### config.mk
export PLATFORM = sky130hd
export DESIGN_NAME = fifo_chain
export DESIGN_NICKNAME = d
export VERILOG_FILES = /design/src/rtl/fifo_chain_pkg.sv /design/src/rtl/fifo_chain_stage.sv /design/src/rtl/fifo_chain.sv
export SDC_FILE = /design/constraint.sdc
export NUM_CORES = 1
export LEC_CHECK = 0
export CAP_MARGIN = 20
export CORE_ASPECT_RATIO = 0.7
export CORE_MARGIN = 2
export CORE_UTILIZATION = 65
export CTS_CLUSTER_DIAMETER = 50
export DETAILED_ROUTE_END_ITERATION = 8
export HOLD_SLACK_MARGIN = 0.05
export PLACE_DENSITY = 0.88
export SLEW_MARGIN = 10
export SYNTH_ARGS = -nofsm -noshare
export SYNTH_HDL_FRONTEND = slang
export SYNTH_SLANG_ARGS = --single-unit
### constraint.sdc
create_clock -name clk -period 6.4 [get_ports clk]
set_input_delay 1.28 -clock clk [delete_from_list [all_inputs] [get_ports clk]]
set_output_delay 1.28 -clock clk [all_outputs]
set_load 0.005 [all_outputs]
### src/rtl/fifo_chain_pkg.sv
// Shared constants and helpers for the fifo_chain cascade.
package fifo_chain_pkg;

  // Legal values of the FALLTHROUGH parameter
  localparam string FT_TRUE  = "TRUE";
  localparam string FT_FALSE = "FALSE";

  // Width of a counter that must hold 0..capacity inclusive
  function automatic int level_width(input int capacity);
    return $clog2(capacity + 1);
  endfunction

endpackage

### src/rtl/fifo_chain_stage.sv
// One D-entry circular buffer stage with ASIZE+1-bit wrap pointers.
// Latency: a pushed word is visible at head after the push edge.
// Backpressure: none internal; the parent only pushes when !full and pops when !empty.
module fifo_chain_stage #(
  parameter int DSIZE = 8,
  parameter int ASIZE = 4
) (
  input  logic             clk,
  input  logic             rst_n,
  input  logic             push,
  input  logic [DSIZE-1:0] push_dat,
  input  logic             pop,
  output logic [DSIZE-1:0] head,
  output logic [ASIZE:0]   count,
  output logic             full,
  output logic             empty
);

  localparam int D = 1 << ASIZE;

  logic [DSIZE-1:0] mem [D];
  logic [ASIZE:0]   wptr;
  logic [ASIZE:0]   rptr;

  always_ff @(posedge clk or negedge rst_n) begin
    if (!rst_n) begin
      wptr <= '0;
      rptr <= '0;
    end else begin
      if (push) wptr <= wptr + 1'b1;
      if (pop)  rptr <= rptr + 1'b1;
    end
  end

  // Storage is not reset; the pointers alone define what is valid
  always_ff @(posedge clk) begin
    if (push) mem[wptr[ASIZE-1:0]] <= push_dat;
  end

  assign head  = mem[rptr[ASIZE-1:0]];
  assign count = wptr - rptr;
  assign empty = (wptr == rptr);
  assign full  = (wptr[ASIZE] != rptr[ASIZE]) && (wptr[ASIZE-1:0] == rptr[ASIZE-1:0]);

endmodule

### src/rtl/fifo_chain.sv
// Cascade of NSTAGE FIFO stages, one word per stage boundary per edge; FIFO_CHAIN_LEVEL_EN adds a level output.
// Latency: a write into an empty chain clears rempty NSTAGE-1 edges after the write edge.
// Backpressure: writes while wfull are dropped (overflow), reads while rempty are ignored (underflow).
module fifo_chain
  import fifo_chain_pkg::*;
#(
  parameter int    DSIZE       = 8,
  parameter int    ASIZE       = 4,
  parameter int    NSTAGE      = 2,
  parameter int    AWFULLSIZE  = 1,
  parameter int    AREMPTYSIZE = 1,
  parameter string FALLTHROUGH = "TRUE"
) (
  input  logic              clk,
  input  logic              rst_n,
  input  logic              winc,
  input  logic [DSIZE-1:0]  wdata,
  output logic              wfull,
  output logic              awfull,
  input  logic              rinc,
  output logic [DSIZE-1:0]  rdata,
  output logic              rempty,
  output logic              arempty,
  output logic [NSTAGE-1:0] stage_empty,
  output logic [NSTAGE-1:0] stage_full,
  output logic              overflow,
  output logic              underflow,
  input  logic              clr_err
`ifdef FIFO_CHAIN_LEVEL_EN
 ,output logic [level_width(NSTAGE*(1<<ASIZE))-1:0] level
`endif
);

  localparam int D = 1 << ASIZE;

  logic [NSTAGE-1:0] st_push;
  logic [NSTAGE-1:0] st_pop;
  logic [DSIZE-1:0]  st_in    [NSTAGE];
  logic [DSIZE-1:0]  st_head  [NSTAGE];
  logic [ASIZE:0]    st_count [NSTAGE];
  logic              wr_ok;
  logic              rd_ok;

  assign wr_ok = winc && !stage_full[0];
  assign rd_ok = rinc && !stage_empty[NSTAGE-1];

  assign st_push[0] = wr_ok;
  assign st_in[0]   = wdata;

  // All hand-offs use registered full/empty, so a word advances at most one stage per edge
  for (genvar k = 0; k < NSTAGE; k++) begin : g_stage
    if (k < NSTAGE - 1) begin : g_link
      assign st_pop[k]    = !stage_empty[k] && !stage_full[k+1];
      assign st_push[k+1] = st_pop[k];
      assign st_in[k+1]   = st_head[k];
    end else begin : g_tail
      assign st_pop[k] = rd_ok;
    end

    fifo_chain_stage #(
      .DSIZE (DSIZE),
      .ASIZE (ASIZE)
    ) u_stage (
      .clk      (clk),
      .rst_n    (rst_n),
      .push     (st_push[k]),
      .push_dat (st_in[k]),
      .pop      (st_pop[k]),
      .head     (st_head[k]),
      .count    (st_count[k]),
      .full     (stage_full[k]),
      .empty    (stage_empty[k])
    );
  end

  assign wfull   = stage_full[0];
  assign rempty  = stage_empty[NSTAGE-1];
  assign awfull  = int'(st_count[0]) >= (D - AWFULLSIZE);
  assign arempty = int'(st_count[NSTAGE-1]) <= AREMPTYSIZE;

  if (FALLTHROUGH == FT_TRUE) begin : g_show_ahead
    assign rdata = stage_empty[NSTAGE-1] ? '0 : st_head[NSTAGE-1];
  end else begin : g_registered
    logic [DSIZE-1:0] rdata_q;
    always_ff @(posedge clk or negedge rst_n) begin
      if (!rst_n)     rdata_q <= '0;
      else if (rd_ok) rdata_q <= st_head[NSTAGE-1];
    end
    assign rdata = rdata_q;
  end

  // Sticky error flags; a fresh error outranks a simultaneous clear
  always_ff @(posedge clk or negedge rst_n) begin
    if (!rst_n) begin
      overflow  <= 1'b0;
      underflow <= 1'b0;
    end else begin
      overflow  <= (winc && stage_full[0]) || (overflow && !clr_err);
      underflow <= (rinc && stage_empty[NSTAGE-1]) || (underflow && !clr_err);
    end
  end

`ifdef FIFO_CHAIN_LEVEL_EN
  always_ff @(posedge clk or negedge rst_n) begin
    if (!rst_n)               level <= '0;
    else if (wr_ok && !rd_ok) level <= level + 1'b1;
    else if (!wr_ok && rd_ok) level <= level - 1'b1;
  end
`endif

endmodule

==> out/qor.csv <==
stage,metric,value,unit
cells_and_area,final_cell_mix,"256 x edfxtp_1, 55 x mux4_2, 30 x clkdlybuf4s50_1",
global_route,antenna_found_initial,0,
worst_hold_path,hold_class,register to register,
sta,period_needed,5140,ps
floorplanning,core,17100,um2
clock_tree,clock_sinks,278,
critical_path,crit_chain,inv_2 -> ha_1 -> and4_1 -> nand2_1 -> o21ai_1 -> a21oi_1 -> clkdlybuf4s50_1,
synthesis,synth.distinct_cells,42,
sta,worst_pin_slew,961,ps
critical_path,critPathLaunchType,register,
clock_tree,tritoncts,done,
clock_tree,numCtsBuffers,26,
route,viasPerCell,6.87,
clock_tree,post-cts-setup-buffers,0,
synthesis,ys_warn_count,0,
floorplanning,pin_count,31,
cells_and_area,syn2layout_area_growth,12.5,%
synthesis,yosysSeqAreaShare,0.728,
sta,fin_hold_ws,495,ps
clock_tree,cts-hold-fix-buffers,0,
route,routedWlPerCell,28.4,um
sta,fin_setup_tns,0,ps
power_and_ir_drop,p_switching,0.00229,W
clock_tree,cts_resized,0,
cells_and_area,layout_commonest_cell,edfxtp_1,
power_and_ir_drop,intPower,0.00460,W
global_route,grt_pass1_wl,37700,um
sta,fin_skew,16.1,ps
floorplanning,std_cell_rows,40,
global_route,grtUsageTotal,0.280,
route,wirelength,24700,um
power_and_ir_drop,power_frac_comb,0.352,
run_status,outcome,finished clean,
floorplanning,die_area,18500,um2
sta,maxSlewHeadroom,0.357,
placed_design,place_congestion,0.845,
sta,setup_viol_count_final,0,
cells_and_area,nets,653,
clock_tree,clk_path_buf_depth,3,
critical_path,max_stage_delay,960,ps
floorplanning,die_w,162,um
route,antenna_left,0,
power_and_ir_drop,p_clk_frac,0.234,
power_and_ir_drop,switching_share,0.332,
route,num_vias,5977,
route,first_pass_iters,5,
global_route,overflow,0,
placed_design,dp_hpwl,14700,um
synthesis,ys_ff_latch,278,
power_and_ir_drop,ir_worst_vdd,483,uV
sta,finalHoldViolations,0,
sta,grt_setup_unrepaired,no,
power_and_ir_drop,p_leak,4.34,nW
global_route,grt_max_degree,37,
cells_and_area,antenna_cells,0,
sta,fmax,0.194,GHz
global_route,grt_pass1_vias,6056,
floorplanning,die_h,114,um
critical_path,slowest_stage,dfrtp_1,
cells_and_area,drive_gt1_frac,0.188,
critical_path,critPathMaxFanout,20,
sta,fin_crit_sh,0.803,
synthesis,synth_nets,612,
critical_path,critical_path_class,register to output pin,
route,drc,0,
synthesis,synth.avg_cell_area,19.5,um2
synthesis,syn_area,11300,um2
synthesis,netlist_instances,579,
power_and_ir_drop,power_density,542,nW/um2
power_and_ir_drop,seqPwrFrac,0.414,
critical_path,cp-end-kind,output pin,
sta,slew_viol_final,0,
clock_tree,htree_levels,1,
floorplanning,initial_core_util,0.661,
placed_design,io_buffers,30,
job,max_cap_violations,0,
critical_path,required,5120,ps
critical_path,worstPathArrival,3860,ps
clock_tree,clkLatencyLatePin,530,ps
clock_tree,cts_root_buffer,clkbuf_16,
clock_tree,clkTransAtPathRegs,60,ps
route,initialDrtViolationCount,798,
-- worst paths after layout --
path                                                         from                                 endpoint  slack [ps]  cells after the start
setup reg to reg           g_stage[1].u_stage.rptr[2]$_DFFE_PN0P_  g_stage[1].u_stage.mem[11][4]$_DFFE_PP_        2750                      5
hold / removal             g_stage[1].u_stage.rptr[4]$_DFFE_PN0P_   g_stage[1].u_stage.rptr[4]$_DFFE_PN0P_         490                      1
hold reg to reg            g_stage[1].u_stage.rptr[4]$_DFFE_PN0P_   g_stage[1].u_stage.rptr[4]$_DFFE_PN0P_         490                      1
min in group asynchronous                                   rst_n                       overflow$_DFF_PN0_        1040                      1
max in group asynchronous                                   rst_n   g_stage[1].u_stage.wptr[3]$_DFFE_PN0P_        4940                      2
setup / recovery           g_stage[1].u_stage.rptr[2]$_DFFE_PN0P_                                 rdata[6]        1260                      7
-- cell usage after synthesis --
library cell / number / area [um2]
nand2b_1: 3 / 18.8
mux2_2: 8 / 90.1
o22a_1: 1 / 8.76
buf_6: 1 / 11.3
and2_1: 2 / 12.5
edfxtp_1: 256 / 7690
nor2b_1: 4 / 25.0
and3_1: 15 / 93.8
and4_1: 2 / 17.5
buf_1: 1 / 3.75
a22oi_1: 16 / 120
dfrtp_1: 22 / 551
xnor2_1: 15 / 131
o21ai_0: 10 / 50.1
or3_1: 1 / 6.26
inv_1: 15 / 56.3
nand3_1: 1 / 5.00
nor2_1: 20 / 75.1
mux4_1: 9 / 236
o21ai_2: 1 / 8.76
a211oi_1: 1 / 7.51
a21oi_1: 11 / 55.1
nand2_1: 23 / 86.3
mux2i_1: 8 / 80.1
fa_1: 2 / 40.0
nand3b_1: 1 / 7.51
buf_4: 7 / 52.6
ha_1: 18 / 225
mux4_2: 55 / 1240
clkbuf_1: 10 / 37.5
nor3_1: 6 / 30.0
o22ai_1: 1 / 6.26
o21ai_1: 3 / 15.0
a21o_1: 1 / 7.51
a21boi_2: 1 / 11.3
o21a_1: 3 / 22.5
inv_2: 1 / 3.75
nand4_1: 8 / 50.1
buf_12: 1 / 20.0
xor2_1: 7 / 61.3
buf_2: 7 / 35.0
o31ai_1: 1 / 7.51
-- power by group through the flow --
stage | combinational, W | clock [W] | sequential, W
floorplan | 0.00165 | 0 | 0.00276
global placement | 0.00221 | 0 | 0.00283
detailed placement | 0.00232 | 0 | 0.00288
CTS | 0.00240 | 0.00162 | 0.00285
global route | 0.00261 | 0.00168 | 0.00289
finish | 0.00242 | 0.00161 | 0.00286
-- metrics by stage --
stage / setup slack, ps / std cells / utilization / total power [W] / cell area (um2)
after CTS: 1300 / 869 / 0.742 / 0.00687 / 12700
after detailed placement: 1970 / 822 / 0.690 / 0.00520 / 11800
after floorplan: 2990 / 579 / - / 0.00440 / 11300
final: 1260 / 870 / 0.743 / 0.00689 / 12700
after global routing: 1110 / 870 / 0.743 / 0.00717 / 12700
after global placement: 2070 / 818 / 0.688 / 0.00504 / 11800
-- cell families (layout without fill, tap and decap cells) --
family,count (synthesis),count (layout),synth area share
flops,278,278,0.728
simple gates,86,86,0.0378
mux,80,80,0.145
compound gates,50,50,0.0283
buf+inv,43,103,0.0195
xor+xnor,22,22,0.0170
fa+ha+maj,20,20,0.0235
-- critical path: cells and delay by family, from the launching register on --
kind	cells	cell delay, ps
simple gates	2	660
fa+ha+maj	1	460
compound gates	2	350
buf+inv	2	900
flops	1	960
-- flip-flops by register name (all words and copies together), names as in the netlist --
name	flops
g_stage.u_stage.wptr	10
underflow	1
g_stage.u_stage.mem	256
g_stage.u_stage.rptr	10
overflow	1
-- final cells by class --
class | instances | area (um2)
sequential | 278 | 8240
multi-input combinational | 258 | 2850
clock inverter | 13 | 144
fill | 894 | 4390
clock buffer | 34 | 752
tap | 231 | 289
timing repair buffer | 40 | 390
inverter | 16 | 60.1
-- layer usage --
layer,track usage,vias up,wire (um)
li1,-,2423,-
met4,0.0673,0,495
met5,0,-,0
met1,0.436,3052,10000
met2,0.423,456,11500
met3,0.0565,46,2770
Note: power is estimated with default switching activity, not from simulation.
